==> src/rtl/lsu_pkg.sv <==
// Shared definitions for the load/store unit.
//   LSU_ADDR_W : default number of decoded byte-address bits (16 KB window)
//   F3_*       : RV32I load/store funct3 encodings
//   lsu_state_t: LSU control states
//   f3_illegal : funct3 values that have no load/store meaning
package lsu_pkg;

    localparam int LSU_ADDR_W = 14;

    localparam logic [2:0] F3_B  = 3'b000;
    localparam logic [2:0] F3_H  = 3'b001;
    localparam logic [2:0] F3_W  = 3'b010;
    localparam logic [2:0] F3_BU = 3'b100;
    localparam logic [2:0] F3_HU = 3'b101;

    typedef enum logic [1:0] {
        IDLE,
        ISSUE,
        WAIT,
        RESP
    } lsu_state_t;

    // Stores only have SB/SH/SW; loads have no 011/110/111.
    function automatic logic f3_illegal(input logic store, input logic [2:0] f3);
        if (store) begin
            return f3[2] || (f3[1:0] == 2'b11);
        end
        return (f3 == 3'b011) || (f3 == 3'b110) || (f3 == 3'b111);
    endfunction

endpackage

==> src/rtl/lsu_if.sv <==
// Request / memory / response bundle of the load/store unit.
//   req_*  : one LOAD/STORE per req_valid && req_ready handshake
//   mem_*  : word-wide memory command port with byte strobes, read data return
//   resp_* : one-cycle completion pulse with rd, extended data and error flag
// slave  = the LSU's view, master = the surrounding pipeline/memory's view.
interface lsu_if
    import lsu_pkg::*;
#(
    parameter int ADDR_W = LSU_ADDR_W
);
    logic              req_valid;
    logic              req_ready;
    logic              req_store;
    logic [2:0]        req_funct3;
    logic [31:0]       req_addr;
    logic [31:0]       req_wdata;
    logic [4:0]        req_rd;

    logic              mem_valid;
    logic              mem_ready;
    logic              mem_we;
    logic [ADDR_W-3:0] mem_addr;
    logic [3:0]        mem_wstrb;
    logic [31:0]       mem_wdata;
    logic              mem_rvalid;
    logic [31:0]       mem_rdata;

    logic              resp_valid;
    logic [4:0]        resp_rd;
    logic [31:0]       resp_data;
    logic              resp_err;

    modport slave (
        input  req_valid, req_store, req_funct3, req_addr, req_wdata, req_rd,
        input  mem_ready, mem_rvalid, mem_rdata,
        output req_ready,
        output mem_valid, mem_we, mem_addr, mem_wstrb, mem_wdata,
        output resp_valid, resp_rd, resp_data, resp_err
    );

    modport master (
        output req_valid, req_store, req_funct3, req_addr, req_wdata, req_rd,
        output mem_ready, mem_rvalid, mem_rdata,
        input  req_ready,
        input  mem_valid, mem_we, mem_addr, mem_wstrb, mem_wdata,
        input  resp_valid, resp_rd, resp_data, resp_err
    );

endinterface

==> src/rtl/lsu_align.sv <==
// Byte-lane alignment for the load/store unit (purely combinational).
//   funct3     in  : access size/sign
//   addr_lo    in  : byte offset within the word
//   wdata      in  : store data (rs2)
//   rdata      in  : word read from memory
//   wstrb      out : byte-lane write enables for a store
//   wdata_lane out : store data replicated across lanes
//   rdata_ext  out : load data shifted down and sign/zero-extended
//   misaligned out : half not on 2-byte or word not on 4-byte boundary
module lsu_align
    import lsu_pkg::*;
(
    input  logic [2:0]  funct3,
    input  logic [1:0]  addr_lo,
    input  logic [31:0] wdata,
    input  logic [31:0] rdata,
    output logic [3:0]  wstrb,
    output logic [31:0] wdata_lane,
    output logic [31:0] rdata_ext,
    output logic        misaligned
);

    logic [31:0] shifted;

    always_comb begin
        wstrb      = '0;
        wdata_lane = '0;
        misaligned = 1'b0;
        case (funct3[1:0])
            2'b00: begin
                wstrb      = 4'b0001 << addr_lo;
                wdata_lane = {4{wdata[7:0]}};
            end
            2'b01: begin
                wstrb      = 4'b0011 << {addr_lo[1], 1'b0};
                wdata_lane = {2{wdata[15:0]}};
                misaligned = addr_lo[0];
            end
            2'b10: begin
                wstrb      = '1;
                wdata_lane = wdata;
                misaligned = |addr_lo;
            end
            default: ;
        endcase
    end

    always_comb begin
        shifted   = rdata >> {addr_lo, 3'b000};
        rdata_ext = '0;
        case (funct3)
            F3_B:    rdata_ext = {{24{shifted[7]}}, shifted[7:0]};
            F3_H:    rdata_ext = {{16{shifted[15]}}, shifted[15:0]};
            F3_W:    rdata_ext = shifted;
            F3_BU:   rdata_ext = {24'h0, shifted[7:0]};
            F3_HU:   rdata_ext = {16'h0, shifted[15:0]};
            default: rdata_ext = '0;
        endcase
    end

endmodule

==> src/rtl/lsu.sv <==
// RV32I load/store unit between execute and writeback.
//   clk    : rising-edge clock
//   resetn : asynchronous reset, active HIGH despite the name
//   bus    : lsu_if.slave -- request handshake, memory command port, response pulse
// One access in flight: IDLE accepts, ISSUE holds the memory command until
// mem_ready, WAIT collects load data, RESP pulses the result. Illegal or
// misaligned requests skip memory and go straight to RESP with resp_err.
module lsu
    import lsu_pkg::*;
#(
    parameter int ADDR_W = LSU_ADDR_W
) (
    input  logic clk,
    input  logic resetn,
    lsu_if.slave bus
);

    lsu_state_t state, state_nxt;

    logic        store_q;
    logic [2:0]  f3_q;
    logic [1:0]  off_q;
    logic [4:0]  rd_q;

    logic [2:0]  al_f3;
    logic [1:0]  al_off;
    logic [3:0]  al_wstrb;
    logic [31:0] al_wdata;
    logic [31:0] al_rdata;
    logic        al_mis;
    logic        req_illegal;

    logic              mem_we_q;
    logic [ADDR_W-3:0] mem_addr_q;
    logic [3:0]        mem_wstrb_q;
    logic [31:0]       mem_wdata_q;
    logic              resp_err_q;
    logic [4:0]        resp_rd_q;
    logic [31:0]       resp_data_q;

    logic unused_addr_hi;

    // Address bits above the decoded window alias.
    assign unused_addr_hi = ^bus.req_addr[31:ADDR_W];

    // One aligner serves both directions: in IDLE it sees the incoming request
    // (store lanes, legality); afterwards it sees the latched size/offset so
    // the read word can be extracted in WAIT.
    assign al_f3  = (state == IDLE) ? bus.req_funct3   : f3_q;
    assign al_off = (state == IDLE) ? bus.req_addr[1:0] : off_q;

    lsu_align u_align (
        .funct3     (al_f3),
        .addr_lo    (al_off),
        .wdata      (bus.req_wdata),
        .rdata      (bus.mem_rdata),
        .wstrb      (al_wstrb),
        .wdata_lane (al_wdata),
        .rdata_ext  (al_rdata),
        .misaligned (al_mis)
    );

    assign req_illegal = al_mis || f3_illegal(bus.req_store, bus.req_funct3);

    // State register
    always_ff @(posedge clk or posedge resetn) begin
        if (resetn) begin
            state <= IDLE;
        end else begin
            state <= state_nxt;
        end
    end

    // Next-state logic
    always_comb begin
        state_nxt = state;
        case (state)
            IDLE: begin
                if (bus.req_valid) begin
                    state_nxt = req_illegal ? RESP : ISSUE;
                end
            end
            ISSUE: begin
                if (bus.mem_ready) begin
                    state_nxt = store_q ? RESP : WAIT;
                end
            end
            WAIT: begin
                if (bus.mem_rvalid) begin
                    state_nxt = RESP;
                end
            end
            RESP:    state_nxt = IDLE;
            default: state_nxt = IDLE;
        endcase
    end

    // State-decoded outputs
    always_comb begin
        bus.req_ready  = 1'b0;
        bus.mem_valid  = 1'b0;
        bus.resp_valid = 1'b0;
        case (state)
            IDLE:    bus.req_ready  = 1'b1;
            ISSUE:   bus.mem_valid  = 1'b1;
            RESP:    bus.resp_valid = 1'b1;
            default: ;
        endcase
    end

    // Request latch, memory command and response registers
    always_ff @(posedge clk or posedge resetn) begin
        if (resetn) begin
            store_q     <= 1'b0;
            f3_q        <= '0;
            off_q       <= '0;
            rd_q        <= '0;
            mem_we_q    <= 1'b0;
            mem_addr_q  <= '0;
            mem_wstrb_q <= '0;
            mem_wdata_q <= '0;
            resp_err_q  <= 1'b0;
            resp_rd_q   <= '0;
            resp_data_q <= '0;
        end else begin
            case (state)
                IDLE: begin
                    if (bus.req_valid) begin
                        store_q <= bus.req_store;
                        f3_q    <= bus.req_funct3;
                        off_q   <= bus.req_addr[1:0];
                        rd_q    <= bus.req_rd;
                        if (req_illegal) begin
                            resp_err_q  <= 1'b1;
                            resp_data_q <= '0;
                            resp_rd_q   <= bus.req_store ? 5'd0 : bus.req_rd;
                        end else begin
                            mem_we_q    <= bus.req_store;
                            mem_addr_q  <= bus.req_addr[ADDR_W-1:2];
                            mem_wstrb_q <= bus.req_store ? al_wstrb : 4'b0000;
                            mem_wdata_q <= bus.req_store ? al_wdata : 32'h0;
                        end
                    end
                end
                ISSUE: begin
                    if (bus.mem_ready && store_q) begin
                        resp_err_q  <= 1'b0;
                        resp_data_q <= '0;
                        resp_rd_q   <= '0;
                    end
                end
                WAIT: begin
                    if (bus.mem_rvalid) begin
                        resp_err_q  <= 1'b0;
                        resp_data_q <= al_rdata;
                        resp_rd_q   <= rd_q;
                    end
                end
                default: ;
            endcase
        end
    end

    assign bus.mem_we    = mem_we_q;
    assign bus.mem_addr  = mem_addr_q;
    assign bus.mem_wstrb = mem_wstrb_q;
    assign bus.mem_wdata = mem_wdata_q;
    assign bus.resp_err  = resp_err_q;
    assign bus.resp_rd   = resp_rd_q;
    assign bus.resp_data = resp_data_q;

endmodule

==> src/flat_wrapper.sv <==
// flat-port wrapper written by rule: the top's interface ports become plain ports
module lsu_flat import lsu_pkg::*;
#(
    parameter int ADDR_W = LSU_ADDR_W
)
  (clk, resetn, bus_req_valid, bus_req_store, bus_req_funct3, bus_req_addr, bus_req_wdata, bus_req_rd, bus_mem_ready, bus_mem_rvalid, bus_mem_rdata, bus_req_ready, bus_mem_valid, bus_mem_we, bus_mem_addr, bus_mem_wstrb, bus_mem_wdata, bus_resp_valid, bus_resp_rd, bus_resp_data, bus_resp_err);
  lsu_if #(.ADDR_W(ADDR_W)) bus_i ();
  input  logic clk;
  input  logic resetn;
  input wire logic [$bits(bus_i.req_valid)-1:0] bus_req_valid;
  input wire logic [$bits(bus_i.req_store)-1:0] bus_req_store;
  input wire logic [$bits(bus_i.req_funct3)-1:0] bus_req_funct3;
  input wire logic [$bits(bus_i.req_addr)-1:0] bus_req_addr;
  input wire logic [$bits(bus_i.req_wdata)-1:0] bus_req_wdata;
  input wire logic [$bits(bus_i.req_rd)-1:0] bus_req_rd;
  input wire logic [$bits(bus_i.mem_ready)-1:0] bus_mem_ready;
  input wire logic [$bits(bus_i.mem_rvalid)-1:0] bus_mem_rvalid;
  input wire logic [$bits(bus_i.mem_rdata)-1:0] bus_mem_rdata;
  output wire logic [$bits(bus_i.req_ready)-1:0] bus_req_ready;
  output wire logic [$bits(bus_i.mem_valid)-1:0] bus_mem_valid;
  output wire logic [$bits(bus_i.mem_we)-1:0] bus_mem_we;
  output wire logic [$bits(bus_i.mem_addr)-1:0] bus_mem_addr;
  output wire logic [$bits(bus_i.mem_wstrb)-1:0] bus_mem_wstrb;
  output wire logic [$bits(bus_i.mem_wdata)-1:0] bus_mem_wdata;
  output wire logic [$bits(bus_i.resp_valid)-1:0] bus_resp_valid;
  output wire logic [$bits(bus_i.resp_rd)-1:0] bus_resp_rd;
  output wire logic [$bits(bus_i.resp_data)-1:0] bus_resp_data;
  output wire logic [$bits(bus_i.resp_err)-1:0] bus_resp_err;
  assign bus_i.req_valid = bus_req_valid;
  assign bus_i.req_store = bus_req_store;
  assign bus_i.req_funct3 = bus_req_funct3;
  assign bus_i.req_addr = bus_req_addr;
  assign bus_i.req_wdata = bus_req_wdata;
  assign bus_i.req_rd = bus_req_rd;
  assign bus_i.mem_ready = bus_mem_ready;
  assign bus_i.mem_rvalid = bus_mem_rvalid;
  assign bus_i.mem_rdata = bus_mem_rdata;
  assign bus_req_ready = bus_i.req_ready;
  assign bus_mem_valid = bus_i.mem_valid;
  assign bus_mem_we = bus_i.mem_we;
  assign bus_mem_addr = bus_i.mem_addr;
  assign bus_mem_wstrb = bus_i.mem_wstrb;
  assign bus_mem_wdata = bus_i.mem_wdata;
  assign bus_resp_valid = bus_i.resp_valid;
  assign bus_resp_rd = bus_i.resp_rd;
  assign bus_resp_data = bus_i.resp_data;
  assign bus_resp_err = bus_i.resp_err;
  lsu #(.ADDR_W(ADDR_W)) u_core (.clk(clk), .resetn(resetn), .bus(bus_i));
endmodule
==> config.mk <==
export PLATFORM = sky130hd
export DESIGN_NAME = lsu_flat
export DESIGN_NICKNAME = d
export VERILOG_FILES = /design/src/rtl/lsu_pkg.sv /design/src/rtl/lsu_if.sv /design/src/rtl/lsu_align.sv /design/src/rtl/lsu.sv /design/src/flat_wrapper.sv
export SDC_FILE = /design/constraint.sdc
export NUM_CORES = 1
export LEC_CHECK = 0
export BUFFER_PORTS_ARGS = -buffer_cell sky130_fd_sc_hd__buf_2
export CAP_MARGIN = 20
export CORE_MARGIN = 2
export CORE_UTILIZATION = 52
export CTS_CLUSTER_SIZE = 24
export DETAILED_ROUTE_END_ITERATION = 10
export PLACE_DENSITY = 0.9
export SLEW_MARGIN = 0
export SYNTH_ARGS = -nofsm -noshare
export SYNTH_HDL_FRONTEND = slang
export SYNTH_SLANG_ARGS = --single-unit
==> constraint.sdc <==
create_clock -name clk -period 5.3 [get_ports clk]
set_clock_uncertainty 0.1 [all_clocks]
set_input_delay 0.265 -clock clk [delete_from_list [all_inputs] [get_ports clk]]
set_output_delay 0.265 -clock clk [all_outputs]
set_load 0.1 [all_outputs]
==> impl_results.md <==
- GRT Total Usage: 24.88%
- Antenna Cells: 0
- Clock Root Buffer: clkbuf_8
- Transition time of the tightest slew-check pin: 978.6 ps
- Critical Path Sink Type: register
- Inserted Clock Buffers: 9
- Die area: 10090 sq um
- DR iter-0 viols: 206
- Clock slew at reported path FFs: 110 ps
- Die Y: 100.4 um
- WL final: 12560 um
- Syn avg cell area: 10.27 sq um
- Asr flop ratio synth: 100.0%
- Post-route ant nets: 0
- Crit-path max FO: 17
- YS warnings: 0
- Storage cell area: 2502 sq um
- CP Data Arrival Time: 4390 ps
- Setup CP Type: register to register
- Final Max Tran Viols: 0
- Run status: finished clean
- EDFF count, synth: 0
- Initial antenna violation count: 0
- RSZ-0062 raised after global routing: false
- Crit path time final: 4223 ps
- Max frequency: 236.8 MHz
- Mapped Area: 4836 sq um
- Final period util: 79.68%
- Routed wire length per instance: 16.64 um
- # fillers: 759
- Gpl congestion: 0.8744
- Post-route DRC: 0
- Ys flop type: dfrtp_1
- Final Hold Violating Endpoints: 0
- Vias per cell: 5.612
- Area occupied by multi-input gates: 2193 sq um
- Met3 Use GR: 4.318%
- Initial cell density of the core: 53.09%
- Layout cell share with drive strength beyond 1: 38.04%
- Setup TNS: 0 ps
- Dpl hpwl: 9207 um
- Syn Nets: 589
- Netlist cell types: 40
- Final setup violating endpoints: 0
- Total grt overflow: 0
- Via count: 4237
- Cells after synthesis: 471
- DIE WIDTH: 100.4 um
- H-tree Lvls: 3
- Layout Area Growth over Synthesis: 24.71%
- Hold Path Class: input port to register
- Required @ worst endpoint: 5460 ps
- Post-CTS Setup Bufs: 0
- CTS tree: yes
- Max-Cap Viols: 0
- Core box area: 9109 sq um
- Sequential fraction of the synthesis area: 51.75%
- Largest net degree at the start of global routing: 52
- Vias in the first global route: 4166
- Synth Register Bits: 100
- Std cell rows: 35
- Hold slack: 18.82 ps
- Clk sinks: 100
- Clock Path Buffers: 2
- Pre-antenna DRT Iters: 5
- I/O Pins: 200
- Max-slew headroom: 33.37%
- Met2 usage: 40.73%
- First-pass GRT wire length: 19950 um
- Port buffer count: 181
- Nets: 757
- Busiest grt layer: met2
- Crit start category: register
- Clock Latency Late Sink: 360 ps
- M1 GR Usage: 33.13%
worst max-delay path: stages (launching register included):
cell and delay, ps:
dfrtp_1 450, inv_1 110, ha_1 670, mux2_2 450, inv_1 80, ha_1 510
or2_2 340, a21oi_1 70, nor2_1 140, and3_1 480, nand3_1 410, o211ai_1 300
worst paths after layout:
check	from	end	slack, ps	cells after the start
setup / recovery	u_core.state[0]$_DFFE_PP0P_	u_core.bus.resp_data[23]$_DFFE_PP0P_	1080	11
hold / removal	bus_req_addr[3]	u_core.bus.mem_addr[1]$_DFFE_PP0P_	20	2
setup reg to reg	u_core.state[0]$_DFFE_PP0P_	u_core.bus.resp_data[23]$_DFFE_PP0P_	1080	11
hold reg to reg	u_core.bus.mem_wstrb[0]$_DFFE_PP0P_	u_core.bus.mem_wstrb[0]$_DFFE_PP0P_	380	2
max in group asynchronous	resetn	u_core.bus.mem_wdata[8]$_DFFE_PP0P_	3580	4
min in group asynchronous	resetn	u_core.bus.mem_addr[0]$_DFFE_PP0P_	410	3
stage by stage:
stage	instance area (sq um)	std cells	utilization, %	setup WS, ps
finish	6031	755	66.21	1077
global route	6031	755	66.21	740.4
CTS	6016	754	66.04	1066
detailed placement	5811	737	63.79	1072
global placement	5811	737	63.79	1253
floorplan	4836	471	-	1386
cell type report:
cell class / count / area share, %
Tap cell: 111 / 2.303
Inverter: 8 / 0.5394
Sequential cell: 100 / 41.49
Clock inverter: 6 / 0.9544
Clock buffer: 10 / 2.282
Timing Repair Buffer: 188 / 16.06
Multi-Input combinational cell: 332 / 36.37
kinds of logic (layout without fill, tap and decap cells):
family	count (synthesis)	after routing	share of synthesized area (%)
and+or+nand+nor	120	120	10.43
AOI/OAI and AO/OA	156	156	21.42
muxes	48	48	10.76
buffers and inverters	39	212	3.571
adders and majority gates	8	8	2.070
DFF	100	100	51.75
synthesized netlist by cell type, drive strengths merged (12+ instances only):
master,n,area share (%)
nand2,83,6.4
mux2,26,6.1
clkbuf,19,1.5
o21ai,54,6.3
a22o,24,4.3
dfrtp,100,52
buf,12,1.5
a21oi,41,4.3
nor2,20,1.9
mux2i,22,4.6
routing by layer:
metal / up-vias / wire length (um)
li1: 2019 / -
met1: 2023 / 5383
met2: 173 / 6092
met3: 22 / 834
met4: 0 / 253
met5: - / 0
registers in the layout, indices dropped and copies added, names as in the netlist:
signal,flops
u_core.bus.mem_addr,12
u_core.bus.resp_data,32
u_core.bus.mem_we,1
u_core.bus.resp_err,1
u_core.bus.resp_rd,5
u_core.state,2
u_core.f3_q,3
u_core.rd_q,5
u_core.bus.mem_wdata,32
u_core.bus.mem_wstrb,4
u_core.off_q,2
u_core.store_q,1
timing repair:
| item | CTS | global route |
|---|---|---|
| hold buffers | 1 | 0 |
| resized for setup | 0 | 0 |
| endpoints found under the hold margin | 49 | 0 |
cell usage in the layout (no fill, tap or decap), drive strengths merged:
cell type    synthesis  routed
nand2b               2       2
o2111ai              1       1
a22oi                8       8
clkinvlp             0       1
o22ai                1       1
ha                   8       8
mux2                26      26
nand3                5       5
and2                 1       1
nor2b                2       2
and3                 4       4
a21oi               41      41
o21a                 1       1
o21ai               54      54
nand2               83      83
or3b                 1       1
o211ai               8       8
nor2                20      20
o31ai                1       1
or2                  1       1
a221o                8       8
clkbuf              19      10
a32oi                5       5
inv                  8      10
nor3                 1       1
dfrtp              100     100
a211o                1       1
a21o                 2       2
o22a                 1       1
dlygate4sd3          0       1
buf                 12     187
a22o                24      24
mux2i               22      22
clkinv               0       3
Power is not shown: default switching activity piles up to over one toggle a cycle in this logic, so the estimate is an artifact.
